[src/rtl/noc_handshake_monitor.sv]
// Passive valid/ready protocol monitor: flags payload instability, valid withdrawal and handshake hang.
// Violation pulses are registered one cycle after the offending edge; sticky flags and a saturating count are kept for debug.
module noc_handshake_monitor #(
    parameter int DATA_WIDTH     = 64,
    parameter int TIMEOUT_CYCLES = 1024,
    parameter int CNT_WIDTH      = 16
) (
    input  logic                  clk,
    input  logic                  rst,
    input  logic                  clear_i,
    input  logic                  valid_i,
    input  logic                  ready_i,
    input  logic [DATA_WIDTH-1:0] data_i,
    output logic                  viol_stable_o,
    output logic                  viol_drop_o,
    output logic                  viol_timeout_o,
    output logic                  viol_any_o,
    output logic [2:0]            sticky_o,
    output logic [CNT_WIDTH-1:0]  viol_cnt_o
);

    if (TIMEOUT_CYCLES < 2) begin : g_bad_timeout
        $fatal(1, "noc_handshake_monitor: TIMEOUT_CYCLES must be >= 2");
    end

    localparam int WCW = $clog2(TIMEOUT_CYCLES + 1);
    localparam logic [WCW-1:0] WAIT_LIMIT = WCW'(TIMEOUT_CYCLES);

    typedef enum logic [1:0] {
        IDLE = 2'd0,
        WAIT = 2'd1,
        HUNG = 2'd2
    } state_t;

    state_t                state;
    logic [WCW-1:0]        wait_cnt;
    logic [DATA_WIDTH-1:0] cap_data;

    logic                  det_stable;
    logic                  det_drop;
    logic                  det_timeout;
    logic [WCW-1:0]        wait_inc;
    logic [1:0]            viol_num;
    logic [CNT_WIDTH-1:0]  cnt_base;
    logic [CNT_WIDTH:0]    cnt_sum;
    logic [CNT_WIDTH-1:0]  cnt_nxt;

    // Violation detection for the current edge; wait_cnt never exceeds
    // WAIT_LIMIT-1 while in WAIT, so the increment cannot overflow.
    always_comb begin
        det_stable  = 1'b0;
        det_drop    = 1'b0;
        det_timeout = 1'b0;
        wait_inc    = wait_cnt + WCW'(1);
        if (state != IDLE) begin
            if (!valid_i) begin
                det_drop = 1'b1;
            end else begin
                det_stable = (data_i != cap_data);
                if (state == WAIT && !ready_i && wait_inc == WAIT_LIMIT) begin
                    det_timeout = 1'b1;
                end
            end
        end
    end

    // A clear on the same edge as a violation keeps only that edge's count.
    always_comb begin
        viol_num = {1'b0, det_stable} + {1'b0, det_drop} + {1'b0, det_timeout};
        cnt_base = clear_i ? '0 : viol_cnt_o;
        cnt_sum  = {1'b0, cnt_base} + (CNT_WIDTH+1)'(viol_num);
        cnt_nxt  = cnt_sum[CNT_WIDTH] ? {CNT_WIDTH{1'b1}} : cnt_sum[CNT_WIDTH-1:0];
    end

    always_ff @(posedge clk or posedge rst) begin
        if (rst) begin
            state          <= IDLE;
            wait_cnt       <= '0;
            cap_data       <= '0;
            viol_stable_o  <= 1'b0;
            viol_drop_o    <= 1'b0;
            viol_timeout_o <= 1'b0;
            viol_any_o     <= 1'b0;
            sticky_o       <= 3'b000;
            viol_cnt_o     <= '0;
        end else begin
            viol_stable_o  <= det_stable;
            viol_drop_o    <= det_drop;
            viol_timeout_o <= det_timeout;
            viol_any_o     <= det_stable | det_drop | det_timeout;
            sticky_o       <= (clear_i ? 3'b000 : sticky_o) | {det_timeout, det_drop, det_stable};
            viol_cnt_o     <= cnt_nxt;

            case (state)
                IDLE: begin
                    if (valid_i && !ready_i) begin
                        cap_data <= data_i;
                        wait_cnt <= WCW'(1);
                        state    <= WAIT;
                    end
                end
                WAIT, HUNG: begin
                    if (!valid_i || ready_i) begin
                        wait_cnt <= '0;
                        state    <= IDLE;
                    end else begin
                        // Recapture so each distinct payload change flags once.
                        cap_data <= data_i;
                        if (state == WAIT) begin
                            wait_cnt <= wait_inc;
                            if (det_timeout) begin
                                state <= HUNG;
                            end
                        end
                    end
                end
                default: begin
                    wait_cnt <= '0;
                    state    <= IDLE;
                end
            endcase
        end
    end

endmodule

[config.mk]
export PLATFORM = sky130hd
export DESIGN_NAME = noc_handshake_monitor
export DESIGN_NICKNAME = d
export VERILOG_FILES = /design/src/rtl/noc_handshake_monitor.sv
export SDC_FILE = /design/constraint.sdc
export NUM_CORES = 1
export LEC_CHECK = 0
export CAP_MARGIN = 20
export CORE_ASPECT_RATIO = 1.1
export CORE_MARGIN = 2
export CORE_UTILIZATION = 35
export CTS_CLUSTER_SIZE = 12
export DETAILED_ROUTE_END_ITERATION = 8
export HOLD_SLACK_MARGIN = 0.06
export PLACE_DENSITY_LB_ADDON = 0.12
export SLEW_MARGIN = 20
export SYNTH_ARGS = -nofsm -noshare
export SYNTH_HDL_FRONTEND = slang
export SYNTH_SLANG_ARGS = --single-unit
[constraint.sdc]
create_clock -name clk -period 5.15 [get_ports clk]
set_input_delay 0.515 -clock clk [delete_from_list [all_inputs] [get_ports clk]]
set_output_delay 0.515 -clock clk [all_outputs]
set_load 0.005 [all_outputs]
After elaboration in Yosys (flattened, before gate mapping). Index checks and enable logic that the tools add are counted.

Add/subtract/negate cells: 4. Eq/ne operators: 8. Muxes and demuxes: 22. Bitwise logic cells: 3. Reduce and logical (&&, ||, !) cells: 13.

Operators by type and width (number): 2-to-1 mux 64 bit (2); one-hot mux 64 bit (2 select lines) (1); != test 64 bit (1); 2-to-1 mux 11 bit (3); 2-to-1 mux 16 bit (2); one-hot mux 11 bit (2 select lines) (1); adder 16 x 2 -> 17 bit (1); adder 11 x 1 -> 11 bit (second input constant) (1); == test 11 bit (second input constant) (1); 2-to-1 mux 2 bit (4); 2-to-1 mux 1 bit (7); != test 3 bit (second input constant) (2); AND reduction 3 bit (2); != test 2 bit (second input constant) (2); one-hot mux 2 bit (2 select lines) (1); nonzero test 2 bit (2); logical AND 1 bit (3); 2-to-1 mux 3 bit (1); OR 3 bit (1); adder 1 x 1 -> 2 bit (1); adder 2 x 1 -> 2 bit (1); == test 2 x 1 -> 1 bit (second input constant) (1); == test 2 bit (second input constant) (1); logical NOT 1 bit (2); other kinds (5) (6).

Flip-flop bits (word level): 100. Output and inout port bits: 23. Logic and storage cells: 59.

Logic depth before layout (Yosys ltp).
Depth after elaboration: 10. Gate-level depth with buffers: 15.

Worst setup path before layout. No wires, ideal clock.

Path kind: input to register. From: in data_i[32]. To: reg viol_cnt_o[10]. Library setup time: 0.083 ns. Arrival time: 3.788 ns. Data required time: 5.067 ns. Setup slack: 1.280 ns. Stages on the path: 14. Path buffers: 1. Cell sequence: xor2_1 > nor4_1 > nand4_1 > nor4_1 > nor3_1 > fa_1 > ha_1 > inv_1 > fa_1 > nor4_2 > nand2_1 > nand4bb_1 > clkbuf_1 > o21ai_0.

Word-level cells in the longest chain between the ends: 7.

RTL lines: from (decl) (line 13) `input logic [DATA_WIDTH-1:0] data_i,`; != test 64 bit (line 59) `det_stable = (data_i != cap_data);`; 2-to-1 mux 1 bit (line 56) `if (!valid_i) begin`; 2-to-1 mux 1 bit (line 55) `if (state != IDLE) begin`; named net det_stable (line 39) `logic det_stable;`; adder 1 x 1 -> 2 bit (line 69) `viol_num = {1'b0, det_stable} + {1'b0, det_drop} + {1'b0, det_timeout};`; adder 2 x 1 -> 2 bit (line 69); adder 16 x 2 -> 17 bit (line 71) `cnt_sum = {1'b0, cnt_base} + (CNT_WIDTH+1)'(viol_num);`; 2-to-1 mux 16 bit (line 72) `cnt_nxt = cnt_sum[CNT_WIDTH] ? {CNT_WIDTH{1'b1}} : cnt_sum[CNT_WIDTH-1:0];`; named net cnt_nxt[10] (line 46) `logic [CNT_WIDTH-1:0] cnt_nxt;`; to (signal assigned) (line 92) `viol_cnt_o <= cnt_nxt;`; to (decl) (line 19) `output logic [CNT_WIDTH-1:0] viol_cnt_o`.

The timed path passes the listed nets, and every way through them passes these cells. A chain may end at the register's enable or synchronous reset.

Worst setup path in the final report.
From: in data_i[37]. To: reg viol_cnt_o[3].

The elaborated chain is that of the path after synthesis.

==> flow_summary.ini <==
[pwr]
leakagePower_nw = 2.704
power_density_nw_per_um2 = 407.4
power_frac_clock = 0.288
intPower_mw = 1.931
power_switching_uw = 739.0
power_frac_seq = 0.446
power_switching_share = 0.2768
pwr-share-comb = 0.266
ir_drop_mv = 0.1583

[drt]
wl_um = 10770
drtIter0Drc = 183
avgRoutedWirePerCell_um = 14.85
num_vias = 3534
viasPerCell = 4.874
drt-pass1-iter-count = 4
drc = 0
postRouteAntennaNets = 0

[global_route]
antenna_found_initial = 0
grt_max_degree = 73
grt_overflow = 0
grt_pass1_wl_um = 17840
grt_pass1_vias = 3523
grtUsageTotal = 0.1464

[yosys]
synth-seq-cells = 100
post-synth-top-area-cell = dfrtp_1
synth-warning-count = 0
syn_avg_cell_area_um2 = 11.71
syn-cell-area_um2 = 5084
synth_flop_cell = dfrtp_1
synthTopCellsByArea = dfrtp_1 49%, mux2_2 14%, xor2_1 12%
synth_nets = 513
synth_edf_count = 0
syn_inst = 434
netlist.area_leader.share = 0.4922
synth_cell_types = 49
synth-async-reset-ratio = 1.000
ys_seq_area_frac = 0.4922

[clocking]
tritoncts = built
post_cts_buffers = 0
cts_resized = 0
clk_pin_slew_ns = 0.07
cts_made_buffers = 9
clk_latency_ns = 0.35
root_buffer = clkbuf_16
cts.sinks = 100
clockBufferDepth = 2
postCtsHoldBufs = 0
htreeDepth = 3

[floorplan]
coreArea_um2 = 14330
die_h_um = 130.4
fp.dieArea_um2 = 15510
io_pins = 92
dieWidth_um = 118.9
start_util = 0.3547
rows = 46

[cells_and_area]
n_fill_cell = 1323
antenna-diode-count = 0
nets = 607
drive_gt1_frac = 0.1801
syn_to_final_growth_pct = 28.89
regArea_um2 = 2502
multi_input_area_um2 = 2472
layout_common_cells = 100 x dfrtp_1, 91 x clkdlybuf4s50_1, 69 x xor2_1
layout_commonest_cell = dfrtp_1

[place]
dp_slack_ns = 0.009958
dp_hpwl_um = 7497
gp_congestion = 0.7814
portBuffers = 91

[setup_path]
cp-start-kind = input pin
cp_max_fo = 14
cp_data_required_time_ns = 5.38
arrival_ns = 4.99
critical_path_class = input pin to flop
worstSetupEndpointType = flop

[sta]
fmax_mhz = 210.1
tightest_slew_ns = 0.9403
period_needed_ns = 4.759
finClkSkew_ns = 0.01092
relSlewSlack = 0.3732
fin_crit_sh = 0.9241
setup_viol_count_final = 0
rsz0062_at_grt = false
finalHoldViolations = 0
drv_slew = 0
tns_ns = 0
setup_slack_ns = 0.3911

[min_path]
min_path_type = flop to flop

[job]
max_cap_viol_count = 0

[outcome]
status = finished clean
-- worst paths after layout --
| path | end | slack [ns] | startpoint | depth (start not counted) |
|---|---|---|---|---|
| max | viol_cnt_o[3] | 0.39 | data_i[37] | 14 |
| min | cap_data[52] | 0.53 | cap_data[52] | 1 |
| max reg2reg | viol_cnt_o[3] | 0.60 | cap_data[59] | 13 |
| min reg2reg | cap_data[52] | 0.53 | cap_data[52] | 1 |
| max in group asynchronous | cap_data[3] | 3.44 | rst | 3 |
| min in group asynchronous | cap_data[11] | 0.71 | rst | 2 |
-- metrics by stage --
stage | cell area (um2) | utilization | instances | hold slack (ns) | power [mW]
detailed placement | 6218 | 0.4339 | 709 | 0.5159 | 1.927
CTS | 6553 | 0.4572 | 725 | 0.5248 | 2.716
global route | 6553 | 0.4572 | 725 | 0.5368 | 2.851
floorplan | 5084 | - | 434 | 0.4777 | 1.696
finish | 6553 | 0.4572 | 725 | 0.5254 | 2.670
global placement | 6218 | 0.4339 | 709 | 0.5091 | 1.906
-- critical path, stage by stage --
cell and delay [ns]:
clkdlybuf4s50_1 0.43, xor2_1 0.15, nor4_1 0.37, nand4_1 0.22, nor4_1 0.59, nor3_1 0.17, fa_1 0.57, ha_1 0.17
inv_1 0.06, fa_1 0.44, nor4_2 0.32, nand2_1 0.12, nand4bb_1 0.57, o311ai_0 0.27
-- final cells by class --
cell class,instances,share of cell area
inverters,14,0.008402
flip-flops and latches,100,0.3819
repair buffers,96,0.1447
well taps,192,0.03666
clock inverters,4,0.01489
multi-input cells,307,0.3773
clock buffers,12,0.03609
-- cells by family after synthesis --
group	Yosys count	synth area share
AO/OA/AOI/OAI	47	0.05538
XOR/XNOR	74	0.1275
adder cells (fa/ha/maj)	10	0.02757
buffers and inverters	27	0.02289
flip-flops	100	0.4922
multiplexers	65	0.1437
AND/OR/NAND/NOR	111	0.1307
-- power groups by stage --
stage          registers [mW]  clock network (mW)  logic [mW]
5_1_grt                  1.23               0.823       0.802
2_1_floorplan            1.18                   0       0.518
3_5_place_dp             1.21                   0       0.720
4_1_cts                  1.19               0.799       0.725
6_report                 1.19               0.770       0.709
3_3_place_gp             1.20                   0       0.708
-- state kept, by name, indices dropped and copies added, names as in the netlist --
signal,flops
state,2
viol_stable_o,1
sticky_o,3
viol_drop_o,1
viol_cnt_o,16
viol_any_o,1
viol_timeout_o,1
cap_data,64
wait_cnt,11
-- cell usage after synthesis (6+ instances only) --
master    number
clkbuf_1       8
dfrtp_1      100
ha_1           8
inv_1         13
mux2_2        64
nand2_1       18
nand2b_1       6
nand3_1       10
nand4_1        7
nor2_1        13
nor4_1        18
o21ai_0       26
o31ai_1        6
xor2_1        69
-- layer usage --
layer  routed length [um]  GRT usage  part of all wire
met2                 4869     0.2252              0.45
met1                 5321     0.2047              0.49
met3                  391    0.02691             0.036
met5                    0          0                 0
met4                  184    0.06092             0.017
(Power assumes the default switching activity.)
